### src/rtl/clock_div_prog_multi_if.sv
`default_nettype none
// ============================================================================
// Module      : clock_div_prog_multi_if
// Description : Control/status bundle for the multi-channel programmable
//               clock divider (enables, ratio loads, divided clocks, ticks).
// Revision    : 1.0 - initial release
// ============================================================================
interface clock_div_prog_multi_if #(
  parameter int N_CH      = 3,
  parameter int CNT_WIDTH = 17
);

  logic [N_CH-1:0]           ENABLE_IN;
  logic [N_CH-1:0]           LOAD_IN;
  logic [N_CH*CNT_WIDTH-1:0] DIV_IN;
  logic [N_CH-1:0]           CLK_OUT;
  logic [N_CH-1:0]           TICK_OUT;
  logic [N_CH-1:0]           PEND_OUT;

  // Controller side: drives enables and ratio loads, observes divider outputs
  modport master (
    output ENABLE_IN, LOAD_IN, DIV_IN,
    input  CLK_OUT, TICK_OUT, PEND_OUT
  );

  // Divider side
  modport slave (
    input  ENABLE_IN, LOAD_IN, DIV_IN,
    output CLK_OUT, TICK_OUT, PEND_OUT
  );

endinterface
`default_nettype wire

### src/rtl/clock_div_prog_multi.sv
`default_nettype none
// ============================================================================
// Module      : clock_div_prog_multi
// Description : N_CH independent programmable clock dividers sharing one
//               system clock. Ratio loads are staged and only take effect at
//               a period boundary (or immediately while a channel is idle),
//               so the divided clocks never glitch.
// Revision    : 1.0 - initial release
// ============================================================================
module clock_div_prog_multi #(
  parameter int N_CH        = 3,
  parameter int CNT_WIDTH   = 17,
  parameter int DEFAULT_DIV = 10
) (
  input  wire logic            CLK_IN,
  input  wire logic            RESET_IN,
  clock_div_prog_multi_if.slave bus
);

  localparam logic [CNT_WIDTH-1:0] c_ONE     = CNT_WIDTH'(1);
  localparam logic [CNT_WIDTH-1:0] c_TWO     = CNT_WIDTH'(2);
  localparam logic [CNT_WIDTH-1:0] c_DEF_DIV = CNT_WIDTH'(DEFAULT_DIV);
  localparam logic [CNT_WIDTH:0]   c_HALF_RND = (CNT_WIDTH+1)'(1);

  for (genvar k = 0; k < N_CH; k++) begin : g_ch
    logic [CNT_WIDTH-1:0] r_cnt;
    logic [CNT_WIDTH-1:0] r_div;
    logic [CNT_WIDTH-1:0] r_pend_div;
    logic                 r_pend_v;
    logic                 r_clk;
    logic                 r_tick;

    logic [CNT_WIDTH-1:0] w_div_in;
    logic [CNT_WIDTH-1:0] w_load_val;
    logic                 w_wrap;
    logic [CNT_WIDTH-1:0] w_wrap_div;
    logic [CNT_WIDTH-1:0] w_next_cnt;
    logic [CNT_WIDTH:0]   w_half;

    // Next-state terms for an enabled edge: wrap detect, ratio hand-over,
    // next count and high-phase length (ceil(div/2)) of the ratio in force.
    always_comb begin
      w_div_in   = bus.DIV_IN[k*CNT_WIDTH +: CNT_WIDTH];
      w_load_val = (w_div_in < c_TWO) ? c_TWO : w_div_in;
      w_wrap     = (r_cnt == (r_div - c_ONE));
      w_wrap_div = r_pend_v ? r_pend_div : r_div;
      w_next_cnt = w_wrap ? '0 : (r_cnt + c_ONE);
      // Extra bit keeps (div+1) from overflowing at the maximum ratio
      w_half     = ({1'b0, (w_wrap ? w_wrap_div : r_div)} + c_HALF_RND) >> 1;
    end

    // Channel counter, staged ratio and registered clock/tick outputs
    always_ff @(posedge CLK_IN or posedge RESET_IN) begin
      if (RESET_IN) begin
        r_cnt      <= c_DEF_DIV - c_ONE;
        r_div      <= c_DEF_DIV;
        r_pend_div <= c_DEF_DIV;
        r_pend_v   <= 1'b0;
        r_clk      <= 1'b0;
        r_tick     <= 1'b0;
      end else begin
        if (bus.ENABLE_IN[k]) begin
          r_cnt  <= w_next_cnt;
          r_tick <= w_wrap;
          r_clk  <= ({1'b0, w_next_cnt} < w_half);
          if (w_wrap) begin
            r_div    <= w_wrap_div;
            r_pend_v <= 1'b0;
          end
        end else begin
          // Idle: park the counter at div-1 so re-enabling wraps at once
          r_clk  <= 1'b0;
          r_tick <= 1'b0;
          if (r_pend_v) begin
            r_div    <= r_pend_div;
            r_pend_v <= 1'b0;
            r_cnt    <= r_pend_div - c_ONE;
          end else begin
            r_cnt <= r_div - c_ONE;
          end
        end
        // A load on this edge always wins over the clear above, so a value
        // captured on a wrap edge waits for the following wrap.
        if (bus.LOAD_IN[k]) begin
          r_pend_div <= w_load_val;
          r_pend_v   <= 1'b1;
        end
      end
    end

    assign bus.CLK_OUT[k]  = r_clk;
    assign bus.TICK_OUT[k] = r_tick;
    assign bus.PEND_OUT[k] = r_pend_v;
  end

endmodule
`default_nettype wire

### src/flat_wrapper.sv
// flat-port wrapper written by rule: the top's interface ports become plain ports
module clock_div_prog_multi_flat 
#(
  parameter int N_CH        = 3,
  parameter int CNT_WIDTH   = 17,
  parameter int DEFAULT_DIV = 10
)
  (CLK_IN, RESET_IN, bus_ENABLE_IN, bus_LOAD_IN, bus_DIV_IN, bus_CLK_OUT, bus_TICK_OUT, bus_PEND_OUT);
  clock_div_prog_multi_if #(.N_CH(N_CH), .CNT_WIDTH(CNT_WIDTH)) bus_i ();
  input  wire logic CLK_IN;
  input  wire logic RESET_IN;
  input wire logic [$bits(bus_i.ENABLE_IN)-1:0] bus_ENABLE_IN;
  input wire logic [$bits(bus_i.LOAD_IN)-1:0] bus_LOAD_IN;
  input wire logic [$bits(bus_i.DIV_IN)-1:0] bus_DIV_IN;
  output wire logic [$bits(bus_i.CLK_OUT)-1:0] bus_CLK_OUT;
  output wire logic [$bits(bus_i.TICK_OUT)-1:0] bus_TICK_OUT;
  output wire logic [$bits(bus_i.PEND_OUT)-1:0] bus_PEND_OUT;
  assign bus_i.ENABLE_IN = bus_ENABLE_IN;
  assign bus_i.LOAD_IN = bus_LOAD_IN;
  assign bus_i.DIV_IN = bus_DIV_IN;
  assign bus_CLK_OUT = bus_i.CLK_OUT;
  assign bus_TICK_OUT = bus_i.TICK_OUT;
  assign bus_PEND_OUT = bus_i.PEND_OUT;
  clock_div_prog_multi #(.N_CH(N_CH), .CNT_WIDTH(CNT_WIDTH), .DEFAULT_DIV(DEFAULT_DIV)) u_core (.CLK_IN(CLK_IN), .RESET_IN(RESET_IN), .bus(bus_i));
endmodule
### config.mk
export PLATFORM = sky130hd
export DESIGN_NAME = clock_div_prog_multi_flat
export DESIGN_NICKNAME = d
export VERILOG_FILES = /design/src/rtl/clock_div_prog_multi_if.sv /design/src/rtl/clock_div_prog_multi.sv /design/src/flat_wrapper.sv
export SDC_FILE = /design/constraint.sdc
export NUM_CORES = 1
export LEC_CHECK = 0
export CAP_MARGIN = 20
export CELL_PAD_IN_SITES_DETAIL_PLACEMENT = 0
export CELL_PAD_IN_SITES_GLOBAL_PLACEMENT = 1
export CORE_MARGIN = 4
export CORE_UTILIZATION = 52
export CTS_CLUSTER_DIAMETER = 80
export DETAILED_ROUTE_END_ITERATION = 7
export GPL_ROUTABILITY_DRIVEN = 0
export PLACE_DENSITY = 0.93
export SETUP_SLACK_MARGIN = 0.02
export SYNTH_ARGS = -nofsm -noshare
export SYNTH_HDL_FRONTEND = slang
export SYNTH_SLANG_ARGS = --single-unit
### constraint.sdc
create_clock -name CLK_IN -period 12.9 [get_ports CLK_IN]
set_input_delay 1.29 -clock CLK_IN [delete_from_list [all_inputs] [get_ports CLK_IN]]
set_output_delay 1.29 -clock CLK_IN [all_outputs]
set_load 0.05 [all_outputs]
==> results.json <==
{
  "synthesis.area_um2": 14250,
  "clockBufferDepth": 2,
  "numCtsBuffers": 17,
  "slew_headroom_pct": 28.07,
  "grt_overflow": 0,
  "fin_ws_ns": 6.808,
  "h-tree-depth": 4,
  "synth_common_cells": "nor2_1, xnor2_1, dfrtp_1, nand2_1, clkbuf_1",
  "viasPerCell": 6.054,
  "synth_area_leaders": "dfrtp_1, xnor2_1, mux2_2",
  "skew_ns": 0.01393,
  "grt_start_max_net_pins": 102,
  "fin_crit_ns": 6.092,
  "coreArea_um2": 26950,
  "portBuffers": 67,
  "cap_violations": 0,
  "rows": 60,
  "remaining_drc_errors": 0,
  "cp_max_fo": 11,
  "critPathLaunchType": "flop",
  "yosysMostFrequentCell": "nor2_1",
  "ys_types": 76,
  "cts_tree": "built",
  "final_antenna_net_count": 0,
  "start_util_pct": 52.88,
  "worst-setup-path-type": "reg -> reg",
  "dp_slack_ns": 6.899,
  "avgRoutedWirePerCell_um": 19.19,
  "drt-initial-drc-count": 1032,
  "synthFlopType": "dfrtp_1",
  "finalHoldWorstSlack_ns": 0.5584,
  "grt_usage_pct": 24.36,
  "seq_area_frac_synth_pct": 28.60,
  "netlist_instances": 1632,
  "routed_wl_um": 37240,
  "hpwl_um": 27810,
  "worstMarginPinSlew_ns": 1.076,
  "crit_arrival_ns": 6.44,
  "cts_resized": 0,
  "antennaDiodeCount": 0,
  "ios": 68,
  "worstSkewPairLatency_ns": 0.45,
  "tns_ns": 0,
  "setup_viol": 0,
  "synth-edff-count": 0,
  "rsz0062_at_grt": "no",
  "status": "finished clean",
  "hold_buffers": 0,
  "die_height_um": 173.6,
  "drive_above_1_share_pct": 11.13,
  "yosysWarnings": 0,
  "hold_class": "reg -> reg",
  "antenna_found_initial": 0,
  "ir_worst_vdd_v": 0.00008336,
  "leakage_nw": 6.424,
  "grt_pass1_wl_um": 60120,
  "die_area_um2": 30120,
  "cts.clk_slew.worst_paths_ns": 0.08,
  "synthArstFlopShare_pct": 100.0,
  "synth_area_leader_cell": "dfrtp_1",
  "num_vias": 11750,
  "fin_crit_sh_pct": 47.22,
  "syn_avg_cell_area_um2": 8.733,
  "hold_violations": 0,
  "finalNetCount": 1706,
  "dieWidth_um": 173.6,
  "synth_top_area_share_pct": 25.28,
  "area_growth_pct": 8.121,
  "power.density_nw_per_um2": 134.4,
  "synth-seq-cells": 162,
  "cts.sinks": 162,
  "synth_fp_nets": 1751,
  "dr.pass1.iters": 6,
  "ff2ff_setup_slack_ns": 6.81,
  "cp.required_ns": 13.25,
  "grt_pass1_vias": 11260,
  "post_cts.repair.setup_buffers": 0,
  "slew_violations": 0,
  "cts_root_buffer": "clkbuf_16",
  "worst_setup_path_end_kind": "flop",
  "fmaxAchievable_ghz": 0.1642
}
## per-layer routing
metal / track usage (%) / vias up / share of wire [%]
li1: - / 5659 / -
met1: 34.99 / 5668 / 47
met2: 38.52 / 356 / 46
met3: 3.272 / 67 / 5.1
met4: 7.183 / 0 / 2.2
met5: 0 / - / 0
## where the power goes
part | internal (mW) | total, mW | switching, mW
clock | 0.295 | 0.531 | 0.236
sequential | 0.598 | 0.796 | 0.198
combinational | 0.374 | 0.745 | 0.371
total | 1.27 | 2.07 | 0.805
## critical path, cell delays in order (launching register included)
cell and delay (ns):
dfrtp_1 0.45, inv_1 0.14, ha_1 0.29, or3b_2 0.52, or4_1 0.48, xnor2_1 0.23
nand4_1 0.12, nor3_1 0.25, nand4_1 0.66, mux2i_1 0.39, ha_1 0.27, nand2_1 0.11
nor3_1 0.37, and3_1 0.29, nand3_1 0.11, xnor2_1 0.15, mux2i_1 0.22, ha_1 0.28
nor2b_1 0.13, o21ai_0 0.14, o2111ai_1 0.14, a211oi_1 0.26
## logic make-up after synthesis
kind of cell,synth area share [%]
adders and majority gates,5.267
AOI/OAI and AO/OA,10.75
buffers and inverters,5.180
muxes,11.10
DFF,28.60
xor gates and xnor gates,16.40
and+or+nand+nor,22.71
## metrics by stage
stage	instances	utilization, %	power [mW]	cell area, µm²
6_report	1941	57.18	2.072	15410
5_1_grt	1941	57.18	2.201	15410
4_1_cts	1940	57.12	2.069	15390
3_5_place_dp	1908	54.93	1.532	14800
3_3_place_gp	1908	54.93	1.508	14800
2_1_floorplan	1632	-	1.343	14250
## area by class of cell
class / instances / area, µm²
Inverter: 32 / 125.1
Timing Repair Buffer: 77 / 753.2
Clock inverter: 12 / 143.9
Clock buffer: 20 / 446.7
Sequential cell: 162 / 4076
Fill cell: 2396 / 11540
Multi-Input combinational cell: 1297 / 9438
Tap cell: 341 / 426.7
## cell usage in the layout, fill, tap and decap left out, types with 42 or more instances in the layout
cell type        instances
nor2_1                 153
dfrtp_1                144
ha_1                    60
o21ai_0                 53
mux2_2                  86
xor2_1                  88
mux2i_1                 44
xnor2_1                145
nand2_1                124
clkdlybuf4s50_1         67
a21o_1                  42
nand3_1                 76
## flip-flops by register name, indices dropped and copies added, names as in the netlist
signal                  flops
u_core.g_ch.r_cnt          51
u_core.g_ch.r_div          51
u_core.g_ch.r_pend_div     51
u_core.g_ch.r_clk           3
u_core.g_ch.r_pend_v        3
u_core.g_ch.r_tick          3
## path summary, 6_finish.rpt
check / depth (start not counted) / from / end
worst max-delay path: 21 / u_core.g_ch[0].r_div[0]$_DFF_PP0_ / u_core.g_ch[0].r_clk$_DFF_PP0_
worst min-delay path: 2 / u_core.g_ch[2].r_pend_div[1]$_DFFE_PP1P_ / u_core.g_ch[2].r_div[1]$_DFF_PP1_
worst max register to register: 21 / u_core.g_ch[0].r_div[0]$_DFF_PP0_ / u_core.g_ch[0].r_clk$_DFF_PP0_
worst min register to register: 2 / u_core.g_ch[2].r_pend_div[1]$_DFFE_PP1P_ / u_core.g_ch[2].r_div[1]$_DFF_PP1_
max in group asynchronous: 3 / RESET_IN / u_core.g_ch[2].r_div[5]$_DFF_PP0_
min in group asynchronous: 2 / RESET_IN / u_core.g_ch[0].r_tick$_DFF_PP0_
(Power assumes the default switching activity.)
